===== config.mk =====
export PLATFORM = sky130hd
export DESIGN_NAME = e_gates_reduce
export DESIGN_NICKNAME = d
export VERILOG_FILES = /design/src/rtl/e_gates_reduce.sv
export SDC_FILE = /design/constraint.sdc
export NUM_CORES = 1
export LEC_CHECK = 0
export ABC_CLOCK_PERIOD_IN_PS = 1010
export BUFFER_PORTS_ARGS = -buffer_cell sky130_fd_sc_hd__buf_4
export CAP_MARGIN = 40
export CORE_AREA = 3 3 40 42
export DETAILED_ROUTE_END_ITERATION = 8
export DIE_AREA = 0 0 43 45
export SYNTH_ARGS = -nofsm -noshare
export SYNTH_HDL_FRONTEND = slang
export SYNTH_HIERARCHICAL = 1
export SYNTH_SLANG_ARGS = --single-unit

===== constraint.sdc =====
create_clock -name clk -period 1.01 [get_ports clk]
set_input_delay 0.1515 -clock clk [delete_from_list [all_inputs] [get_ports clk]]
set_output_delay 0.1515 -clock clk [all_outputs]
set_load 0.01 [all_outputs]

===== src/rtl/e_gates_reduce.sv =====
// e_gates_reduce: parallel reduction-AND / reduction-OR / reduction-XOR of
// one B-bit operand, each built as a balanced tree of 2-input gates, with
// all three flags registered behind a single-cycle valid stage.

// GateTreeLevel: one level of the three gate trees. It pairs adjacent bits
// with 2-input gates, forwards an unpaired top bit unchanged, and recurses
// on the half-width result until a single bit remains.
module GateTreeLevel #(
   parameter int W = 5
) (
   input  logic [W-1:0] andIn_i,
   input  logic [W-1:0] orIn_i,
   input  logic [W-1:0] xorIn_i,
   output logic         andOut_o,
   output logic         orOut_o,
   output logic         xorOut_o
);

   localparam int NW = (W + 1) / 2;

   generate
      if (W == 1) begin : gLeaf
         assign andOut_o = andIn_i[0];
         assign orOut_o  = orIn_i[0];
         assign xorOut_o = xorIn_i[0];
      end else begin : gNode
         logic [NW-1:0] andNext;
         logic [NW-1:0] orNext;
         logic [NW-1:0] xorNext;

         for (genvar i = 0; i < W / 2; i++) begin : gPair
            assign andNext[i] = andIn_i[2*i] & andIn_i[2*i+1];
            assign orNext[i]  = orIn_i[2*i]  | orIn_i[2*i+1];
            assign xorNext[i] = xorIn_i[2*i] ^ xorIn_i[2*i+1];
         end

         if (W % 2 == 1) begin : gOdd
            assign andNext[NW-1] = andIn_i[W-1];
            assign orNext[NW-1]  = orIn_i[W-1];
            assign xorNext[NW-1] = xorIn_i[W-1];
         end

         GateTreeLevel #(.W(NW)) uNext (
            .andIn_i  (andNext),
            .orIn_i   (orNext),
            .xorIn_i  (xorNext),
            .andOut_o (andOut_o),
            .orOut_o  (orOut_o),
            .xorOut_o (xorOut_o)
         );
      end
   endgenerate

endmodule

module e_gates_reduce #(
   parameter int B = 5
) (
   input  logic         clk,
   input  logic         rst,
   input  logic [B-1:0] in,
   input  logic         in_valid,
   output logic         and_out,
   output logic         or_out,
   output logic         xor_out,
   output logic         out_valid
);

   logic treeAnd;
   logic treeOr;
   logic treeXor;

   logic andOut_q, andOut_d;
   logic orOut_q, orOut_d;
   logic xorOut_q, xorOut_d;
   logic validOut_q, validOut_d;

   GateTreeLevel #(.W(B)) uTree (
      .andIn_i  (in),
      .orIn_i   (in),
      .xorIn_i  (in),
      .andOut_o (treeAnd),
      .orOut_o  (treeOr),
      .xorOut_o (treeXor)
   );

   // Load fresh tree results when an operand is offered, otherwise hold the
   // last flags; the valid flag simply follows in_valid one cycle later.
   always_comb begin
      andOut_d   = andOut_q;
      orOut_d    = orOut_q;
      xorOut_d   = xorOut_q;
      validOut_d = in_valid;
      if (in_valid) begin
         andOut_d = treeAnd;
         orOut_d  = treeOr;
         xorOut_d = treeXor;
      end
   end

   // Result registers; reset clears them immediately and discards any
   // operand presented while it is asserted.
   always_ff @(posedge clk or posedge rst) begin
      if (rst) begin
         andOut_q   <= 1'b0;
         orOut_q    <= 1'b0;
         xorOut_q   <= 1'b0;
         validOut_q <= 1'b0;
      end else begin
         andOut_q   <= andOut_d;
         orOut_q    <= orOut_d;
         xorOut_q   <= xorOut_d;
         validOut_q <= validOut_d;
      end
   end

   assign and_out   = andOut_q;
   assign or_out    = orOut_q;
   assign xor_out   = xorOut_q;
   assign out_valid = validOut_q;

endmodule


Word-level counts from Yosys, hierarchy flattened
Cells that the tools add are included.
{"block": "word_totals", "ff_bits": 4, "word_cells": 16}
{"block": "op_classes", "n_bitwise": 12}
{"op": "$and A1 B1 Y1", "count": 4}
{"op": "$or A1 B1 Y1", "count": 4}
{"op": "$xor A1 B1 Y1", "count": 4}

Depth between registers and ports, before layout
Gate-level depths: netlist of the first run.
{"block": "depth", "ltp_word": 3, "mapped_depth": 5}

Cells and area by module
Netlist of the first run, hierarchy kept.
{"module": "e_gates_reduce", "area_each_um2": 137.6, "cells_per_inst": 8, "seq_area_each_um2": 100.1, "instances": 1}
{"module": "GateTreeLevel (uTree)", "area_each_um2": 42.5, "cells_per_inst": 6, "seq_area_each_um2": 0.0, "instances": 1}
{"module": "GateTreeLevel (uTree.gNode.uNext ...)", "area_each_um2": 21.3, "cells_per_inst": 3, "seq_area_each_um2": 0.0, "instances": 2}
{"module": "GateTreeLevel (uTree.gNode.uNext.gNode.uNext.gNode.uNext)", "area_each_um2": 22.5, "cells_per_inst": 3, "seq_area_each_um2": 0.0, "instances": 1}

Worst setup path before layout of the first run
OpenSTA, ideal clock, no wires.
{"block": "synth_path", "kind": "input to register", "start": "input port in[3]", "end": "register orOut_q (netlist: or_out)", "path_slack_ps": -229, "path_stages": 5, "setup_ps": 125, "required_time_ps": 885, "arrival_time_ps": 1115, "cell_sequence": "or2_1 > or2_1 > or2_1 > buf_4 > mux2_2"}
{"block": "synth_via", "elab_chain_cells": 3}
{"item": "start: declaration", "line": "61", "text": "input logic [B-1:0] in,"}
{"item": "$or A1 B1 Y1 (2 in series)", "line": "33", "text": "assign orNext[i] = orIn_i[2*i] | orIn_i[2*i+1];"}
{"item": "named net uTree.gNode.uNext.gNode.orNext[0]", "line": "28", "text": "logic [NW-1:0] orNext;"}
{"item": "$or A1 B1 Y1", "line": "33"}
{"item": "named net uTree.gNode.uNext.gNode.uNext.gNode.orNext", "line": "28"}
{"item": "end signal: assignment", "line": "111", "text": "orOut_q <= orOut_d;"}
{"item": "end: declaration", "line": "74", "text": "logic orOut_q, orOut_d;"}
The timed path passes the listed nets, and every way through them passes these cells.
A chain may end at the register's enable or synchronous reset.

Worst setup path in the final report of the first run
{"block": "layout_path", "start": "input port in[3]", "end": "register orOut_q (netlist: or_out)"}
{"block": "layout_via", "elab_chain_cells": 3}
{"item": "$or A1 B1 Y1", "line": "33"}
{"item": "named net uTree.gNode.orNext[1]", "line": "28"}
{"item": "$or A1 B1 Y1", "line": "33"}
{"item": "named net uTree.gNode.uNext.gNode.orNext[0]", "line": "28"}
{"item": "$or A1 B1 Y1", "line": "33"}
{"item": "named net treeOr", "line": "70", "text": "logic treeOr;"}
The timed path passes the listed nets, and every way through them passes these cells.

==> results of run 1 <==
==> cell families (layout without fill, tap and decap cells) <==
logic type,Yosys count,after routing
xor+xnor,4,4
buf+inv,4,20
flops,4,4
mux,3,3
simple gates,8,8
==> stage by stage <==
step	total power, mW	std cells	setup TNS, ns
2_1_floorplan	0.251	23	-0.316
3_3_place_gp	0.303	50	-0.635
3_5_place_dp	0.304	50	-0.629
4_1_cts	0.514	54	-0.00879
5_1_grt	0.550	54	-0.0222
6_report	0.514	54	0
==> area by class of cell <==
cell class | instances | area [µm²]
clock buffers | 3 | 22.5
fillers | 137 | 861
inverters | 1 | 3.75
multi-input cells | 15 | 138
flip-flops and latches | 4 | 100
well taps | 15 | 18.8
repair buffers | 16 | 141
==> what timing repair did <==
item / CTS / global route
hold buffers: 1 / 0
gates resized for setup: 4 / 4
pin swaps: 4 / 4
endpoints found under the hold margin: 4 / 0
endpoints found under the setup margin: 1 / 2
gates cloned: 0 / 0
==> cell usage in the layout (no fill, tap or decap), drive strengths merged <==
master,count
and2,4
buf,15
clkbuf,3
dfrtp,4
dlygate4sd3,1
inv,1
mux2,3
or2,4
xor2,4
==> state kept, by name, summed over array words and instances, names as in the netlist <==
signal,cells
and_out,1
out_valid,1
xor_out,1
or_out,1
==> routing by layer <==
| layer | track usage, % | share of wire (%) |
|---|---|---|
| met5 | 0 | 0 |
| met1 | 4.12 | 35 |
| met4 | 5.42 | 0 |
| met2 | 7.19 | 47 |
| met3 | 3.59 | 18 |
==> where the power goes <==
| group | total (mW) | internal, mW | leakage, nW | switching, mW |
|---|---|---|---|---|
| logic | 0.138 | 0.0915 | 0.147 | 0.0461 |
| registers | 0.185 | 0.177 | 0.0461 | 0.00809 |
| clock network | 0.191 | 0.132 | 0.0138 | 0.0584 |
| total | 0.514 | 0.401 | 0.207 | 0.113 |
==> path summary, 6_finish.rpt <==
path                       cells after the start                   to  slack, ns                 from
setup / recovery                               5   or_out$_DFFE_PP0P_      0.005                in[3]
hold / removal                                 1  out_valid$_DFF_PP0_       0.08             in_valid
setup reg to reg                               1  and_out$_DFFE_PP0P_       0.26  and_out$_DFFE_PP0P_
hold reg to reg                                1   or_out$_DFFE_PP0P_       0.51   or_out$_DFFE_PP0P_
max in group asynchronous                      3  xor_out$_DFFE_PP0P_       0.51                  rst
min in group asynchronous                      3   or_out$_DFFE_PP0P_       0.36                  rst
==> impl_metrics.ini, run 1 <==
[run_status]
status = finished, final reports clean

[clock_network]
post-cts-setup-buffer-count = 0
cts_tree = yes
cts_buffers = 3
cts_root_buffer = clkbuf_4
h-tree-depth = 1
clock_latency_ns = 0.23
cts.sink_count = 4
clk_path_buf_depth = 2
clk_pin_slew_ns = 0.03

[synthesis]
ys_seq_area_share_pct = 40.8
synth-xor-area-share_pct = 14.3
yosysWarningCount = 6
yosysUniqueCellTypes = 7
syn_area_um2 = 245
synth.top_cell.area_share_pct = 40.8
postSynthCellCount = 23
synth-simple-area-share_pct = 20.4
synth_compound_area_share_pct = 0
postSynthNetCount = 31
synth_top_cell_by_area = dfrtp_1
synth_seq_cells = 4
ys.flop_type = dfrtp_1
synth_edf_count = 0
synthMuxAreaShare_pct = 13.8
yosys-top-cells-count = and2_1 (4), dfrtp_1 (4), or2_1 (4), xor2_1 (4)
synth.area.top_cells = dfrtp_1 (41%), xor2_1 (14%), mux2_2 (14%), and2_1 (10%), or2_1 (10%)
synth.avg_cell_area_um2 = 10.7
synth_fa_ha_area_share_pct = 0
async_flop_share_pct = 100
synth_top_family_by_area = simple AND/OR/NAND/NOR gates

[die]
core_um2 = 1280
initial_core_util_pct = 19.1
rows = 13
die_w_um = 43
dieArea_um2 = 1940
ios = 12
die_y_um = 45

[routing]
drt-pass1-iter-count = 1
drt_wl_total_um = 409
drc = 0
vias_per_cell = 3.43
wl_per_cell_um = 7.57
via_count = 185
drt_iter0_drc = 0
ant_nets = 0

[timing]
period_minus_slack_ns = 1.00
slew_violations = 0
rsz0062_at_grt = true
setup_ws_ns = 0.00503
period_share_pct = 99.5
whs_ns = 0.0792
fin_skew_ns = 0
setup_viol = 0
max_slew_margin_pct = 88.8
hold_viol = 0
fmax_mhz = 995
worst_pin_slew_ns = 0.167

[finish]
fin_area_um2 = 424
drive_gt1_share_pct = 56.4
syn_to_final_growth_pct = 73.0
fin_util_pct = 33.0
nNetsFinal = 49
num_antenna_cells = 0

[worst_setup_path]
cp_top_family = simple AND/OR/NAND/NOR gates
critPathMaxFanout = 2
endpoint_kind = register
critPathKind = in2reg
path_buf_inv = 1
path_common_cell = or2_1
critPathMaxStageDelay_ns = 0.25
cp.arrival_ns = 1.12
cp.required_ns = 1.12
crit_path_start_kind = primary input
path_cells = buf_6, or2_1, or2_1, or2_1, mux2_4
slowest_stage = mux2_4

[place]
place_area_um2 = 358
dp_slack_ns = -0.261
port_buffers = 11
place.gp.congestion = 0.610

[run]
drv_cap = 0

[worst_hold_path]
min_path_type = in2reg

[grt]
antenna_found_initial = 0
grt_pass1_wl_um = 634
track_usage_pct = 4.92
grt_max_degree = 5
grt_pass1_vias = 171
grt-ovfl-total = 0

[pwr]
irDropWorstVdd_mv = 0.291
p_leak_nw = 0.207
p_per_area_nw_per_um2 = 1210
(Power assumes the default switching activity.)
==> inputs of run 2 (changes only) <==
--- a/config.mk
+++ b/config.mk
@@ -11,6 +11,7 @@
 export CORE_AREA = 3 3 40 42
 export DETAILED_ROUTE_END_ITERATION = 8
 export DIE_AREA = 0 0 43 45
+export PLACE_DENSITY = 0.46
 export SYNTH_ARGS = -nofsm -noshare
 export SYNTH_HDL_FRONTEND = slang
 export SYNTH_HIERARCHICAL = 1
==> run 2 against run 1 <==
Net effect:
- non-clock buffer count unchanged
- combinational power down 6%
- count of clock-buffer cells in the layout unchanged
- flip-flop and latch count unchanged
- design area down 1.8%
- die area unchanged
- register-to-register slack about the same
- first-iteration DRC count unchanged
- clock skew unchanged
- critical path depth unchanged
- critical path type unchanged
- critical endpoint unchanged
- largest power group unchanged
==> impl_metrics.ini, run 2 (synthesized netlist as in run 1, its figures left out) <==
[worst_setup_path]
cp.arrival_ns = 1.12
r2r-start = or_out$_DFFE_PP0P_
path_depth = 5
critPathMaxFanout = 2
slowest_stage = mux2_4
endpoint_kind = register
crit_path_start_kind = primary input
crit_end = or_out$_DFFE_PP0P_
cp.required_ns = 1.12
r2r_end = or_out$_DFFE_PP0P_
crit_start = in[0]
path_common_cell = or2_1
critPathKind = in2reg
path_buf_inv = 1
cp_top_family = simple AND/OR/NAND/NOR gates
critPathMaxStageDelay_ns = 0.25
rr_worst_depth = 1
rrSetupSlack_ns = 0.25
path_cells = buf_6, or2_1, or2_1, or2_1, mux2_4

[routing]
wl_per_cell_um = 9.59
drt-pass1-iter-count = 1
via_count = 205
drt_wl_total_um = 518
drt_iter0_drc = 0
vias_per_cell = 3.80
ant_nets = 0
drc = 0

[place]
dp_cells = 50
dp_slack_ns = -0.282
place_area_um2 = 358
place.gp.congestion = 0.740
port_buffers = 11

[timing]
period_share_pct = 99.4
setup_tns_ns = 0
hold_viol = 0
slew_violations = 0
setup_viol = 0
fin_skew_ns = 0
setup_ws_ns = 0.00584
fmax_mhz = 996
rsz0062_at_grt = true
max_slew_margin_pct = 89.2
period_minus_slack_ns = 1.00
worst_pin_slew_ns = 0.162

[grt]
antenna_found_initial = 0
grt_pass1_vias = 239
grt-ovfl-total = 0
grt_pass1_wl_um = 848
grt.busiest_layer = met2
grt_util_met2_pct = 11.4
use_met1_pct = 5.34
track_usage_pct = 6.51
met3_usage_pct = 2.39
grt_max_degree = 5

[die]
die_y_um = 45
dieArea_um2 = 1940
rows = 13
ios = 12
initial_core_util_pct = 19.1
die_w_um = 43
core_um2 = 1280

[clock_network]
clock_latency_ns = 0.23
cts_tree = yes
cts_root_buffer = clkbuf_4
cts_buffers = 3
cts.sink_count = 4
clk_path_buf_depth = 2
h-tree-depth = 1
clk_pin_slew_ns = 0.04
post-cts-setup-buffer-count = 0

[pwr]
p_int_mw = 0.393
p_seq_share_pct = 36.2
p_sw_share_pct = 23.4
clock_power_share_pct = 38.5
irDropWorstVdd_mv = 0.266
p_comb_share_pct = 25.4
p_per_area_nw_per_um2 = 1230
p_leak_nw = 0.201
switching_power_mw = 0.120

[finish]
nNetsFinal = 49
final_cell_mix = buf_4 (11), dfrtp_1 (4), buf_6 (4), and2_1 (4), or2_1 (4)
drive_gt1_share_pct = 56.4
fin_area_um2 = 417
final_cell_count_no_fill = 54
num_antenna_cells = 0
seq_area_um2 = 100
syn_to_final_growth_pct = 69.9
fill_cells = 137
mostFrequentLayoutCell = buf_4
multi_input_area_um2 = 134

[run]
drv_cap = 0

[worst_hold_path]
min_path_type = in2reg

[run_status]
status = finished, final reports clean
## run 2: worst min-delay path by stage
stage	slack (ns)	endpoint	depth (start not counted)	from
after floorplan	-0.08	and_out$_DFFE_PP0P_	1	rst
after global placement	0.04	and_out$_DFFE_PP0P_	2	rst
after detailed placement	0.05	and_out$_DFFE_PP0P_	2	rst
after CTS	0.07	out_valid$_DFF_PP0_	1	in_valid
after global routing	0.07	out_valid$_DFF_PP0_	1	in_valid
final	0.07	out_valid$_DFF_PP0_	1	in_valid
## run 2: through the flow
stage          hold slack (ns)  util [%]  total power [mW]
2_1_floorplan          -0.0824         -             0.251
3_3_place_gp            0.0431      27.8             0.306
3_5_place_dp            0.0500      27.8             0.308
4_1_cts                 0.0675      31.8             0.526
5_1_grt                 0.0712      32.4             0.542
6_report                0.0747      32.4             0.513
## run 2: layout make-up
class | count | area share (%)
repair buffers | 16 | 33.0
multi-input cells | 15 | 32.1
flip-flops and latches | 4 | 24.0
clock buffers | 3 | 5.41
well taps | 15 | 4.50
inverters | 1 | 0.901
## run 2: repair_timing
item,in CTS,in global routing
hold buffers,1,0
resized for setup,5,1
setup endpoints to repair,1,2
pin swaps,4,2
hold endpoints to repair,4,0
## run 2: power by group through the flow
stage	combinational, mW	clock [mW]	sequential, mW
CTS	0.129	0.211	0.186
finish	0.130	0.197	0.186
global route	0.139	0.216	0.187
floorplan	0.0566	0	0.194
global placement	0.119	0	0.187
detailed placement	0.120	0	0.188
## run 2: routing by layer
metal / vias to the layer above / share of wire (%)
met1: 93 / 34
li1: 100 / -
met2: 12 / 53
met4: 0 / 0
met5: - / 0
met3: 0 / 13
==> inputs of run 3 (changes only) <==
--- a/config.mk
+++ b/config.mk
@@ -11,7 +11,7 @@
 export CORE_AREA = 3 3 40 42
 export DETAILED_ROUTE_END_ITERATION = 8
 export DIE_AREA = 0 0 43 45
-export PLACE_DENSITY = 0.46
+export PLACE_DENSITY = 0.39
 export SYNTH_ARGS = -nofsm -noshare
 export SYNTH_HDL_FRONTEND = slang
 export SYNTH_HIERARCHICAL = 1
==> run 3 against run 2 <==
Net effect:
- hold slack better by 0.0083 ns
- flip-flop and latch count unchanged
- count of clock-buffer cells in the layout stayed put
- sequential share of layout area decreased by 0.43 points
- clock power is 4% lower
- first-iteration DRC count stayed put
- register-to-register slack hardly changed
- setup slack got worse by 0.0061 ns
- global-route usage fell by 1.5 points
- combinational power increased by 8%
- the flow now finishes with violations (negative setup slack)
- critical path type unchanged
- critical endpoint unchanged
- core utilization grew 0.58 points
- largest power group unchanged
==> impl_metrics.ini, run 3 (synthesized netlist as in run 1, its figures left out) <==
[place]
place.gp.congestion = 0.647
place_area_um2 = 358
port_buffers = 11

[die]
ios = 12
initial_core_util_pct = 19.1
rows = 13
core_um2 = 1280
die_w_um = 43
dieArea_um2 = 1940
die_y_um = 45

[clock_network]
h-tree-depth = 1
cts_root_buffer = clkbuf_4
clk_path_buf_depth = 2
clock_latency_ns = 0.23
cts.sink_count = 4
cts_tree = yes
cts_buffers = 3
clk_pin_slew_ns = 0.04

[routing]
via_count = 202
drt-pass1-iter-count = 1
wl_per_cell_um = 8.44
ant_nets = 0
drt_iter0_drc = 0
drt_wl_total_um = 456
vias_per_cell = 3.74
drc = 0

[timing]
slew_violations = 0
fmax_mhz = 990
period_share_pct = 100
rsz0062_at_grt = true
setup_viol = 1
max_slew_margin_pct = 89.4
period_minus_slack_ns = 1.01
hold_viol = 0
worst_pin_slew_ns = 0.158
setup_ws_ns = -0.000239
fin_skew_ns = 0

[run_status]
violations = negative setup slack
status = finished, violations left

[worst_setup_path]
endpoint_kind = register
cp.arrival_ns = 1.12
cp.required_ns = 1.12
critPathMaxFanout = 2
crit_path_start_kind = primary input
critPathKind = in2reg

[pwr]
p_leak_nw = 0.207
irDropWorstVdd_mv = 0.297
p_per_area_nw_per_um2 = 1220

[grt]
grt_pass1_vias = 200
antenna_found_initial = 0
grt_max_degree = 5
grt_pass1_wl_um = 676
track_usage_pct = 5.01
grt-ovfl-total = 0

[finish]
num_antenna_cells = 0
fill_cells = 137
nNetsFinal = 49
syn_to_final_growth_pct = 73.0
fin_util_pct = 33.0
final_cell_mix = buf_4 (10), buf_6 (5), dfrtp_1 (4), and2_1 (4), or2_1 (4)
drive_gt1_share_pct = 56.4
mostFrequentLayoutCell = buf_4
fin_area_um2 = 424

[worst_hold_path]
min_path_type = in2reg

[run]
drv_cap = 0
-- run 3: cell counts in the layout (fill, tap and decap cells not counted) --
No cell type changed its count.
-- run 3: repair_timing --
item | CTS | global route
endpoints found under the hold margin | 4 | 0
setup endpoints to repair | 2 | 2
buffers inserted | 0 | 0
hold buffers | 1 | 0
gates resized for setup | 4 | 4
pin swaps | 4 | 5
-- run 3: metal layers --
metal	track usage, %	vias up	share of wire, %
met4	7.23	0	0
met3	0.797	0	9.2
met5	0	-	0
met1	4.87	94	35
li1	-	99	-
met2	7.78	9	56
-- run 3: stage by stage --
stage | power, mW | worst slack, ns | hold WS (ns) | TNS [ns] | std cells
2_1_floorplan | 0.251 | -0.229 | -0.0824 | -0.316 | 23
3_3_place_gp | 0.305 | -0.263 | 0.0423 | -0.660 | 50
3_5_place_dp | 0.308 | -0.269 | 0.0471 | -0.688 | 50
4_1_cts | 0.516 | -0.0178 | 0.0713 | -0.0236 | 54
5_1_grt | 0.549 | -0.0342 | 0.0816 | -0.0453 | 54
6_report | 0.516 | -0.000239 | 0.0831 | -0.000239 | 54
-- run 3: path summary, 6_finish.rpt --
kind                                startpoint             endpoint  slack (ns)  cells after the start
min                                   in_valid  out_valid$_DFF_PP0_        0.08                      1
max                                      in[3]   or_out$_DFFE_PP0P_     -0.0002                      5
max reg2reg                and_out$_DFFE_PP0P_  and_out$_DFFE_PP0P_        0.25                      1
max in group asynchronous                  rst  xor_out$_DFFE_PP0P_        0.50                      3
min in group asynchronous                  rst   or_out$_DFFE_PP0P_        0.36                      3
min reg2reg                 or_out$_DFFE_PP0P_   or_out$_DFFE_PP0P_        0.51                      1
-- run 3: worst max-delay path: stages --
cell	delay, ns
buf_6	0.09
or2_1	0.21
or2_1	0.22
or2_1	0.20
mux2_4	0.25
-- run 3: area by class of cell --
class / instances / area (µm²) / share of cell area (%)
Multi-Input combinational cell: 15 / 138 / 32.4
Inverter: 1 / 3.75 / 0.885
Tap cell: 15 / 18.8 / 4.42
Timing Repair Buffer: 16 / 141 / 33.3
Sequential cell: 4 / 100 / 23.6
Clock buffer: 3 / 22.5 / 5.31
-- run 3: power by group --
group,internal (mW),total [mW],switching (mW)
logic,0.0916,0.140,0.0481
clock network,0.132,0.190,0.0578
registers,0.177,0.186,0.00863
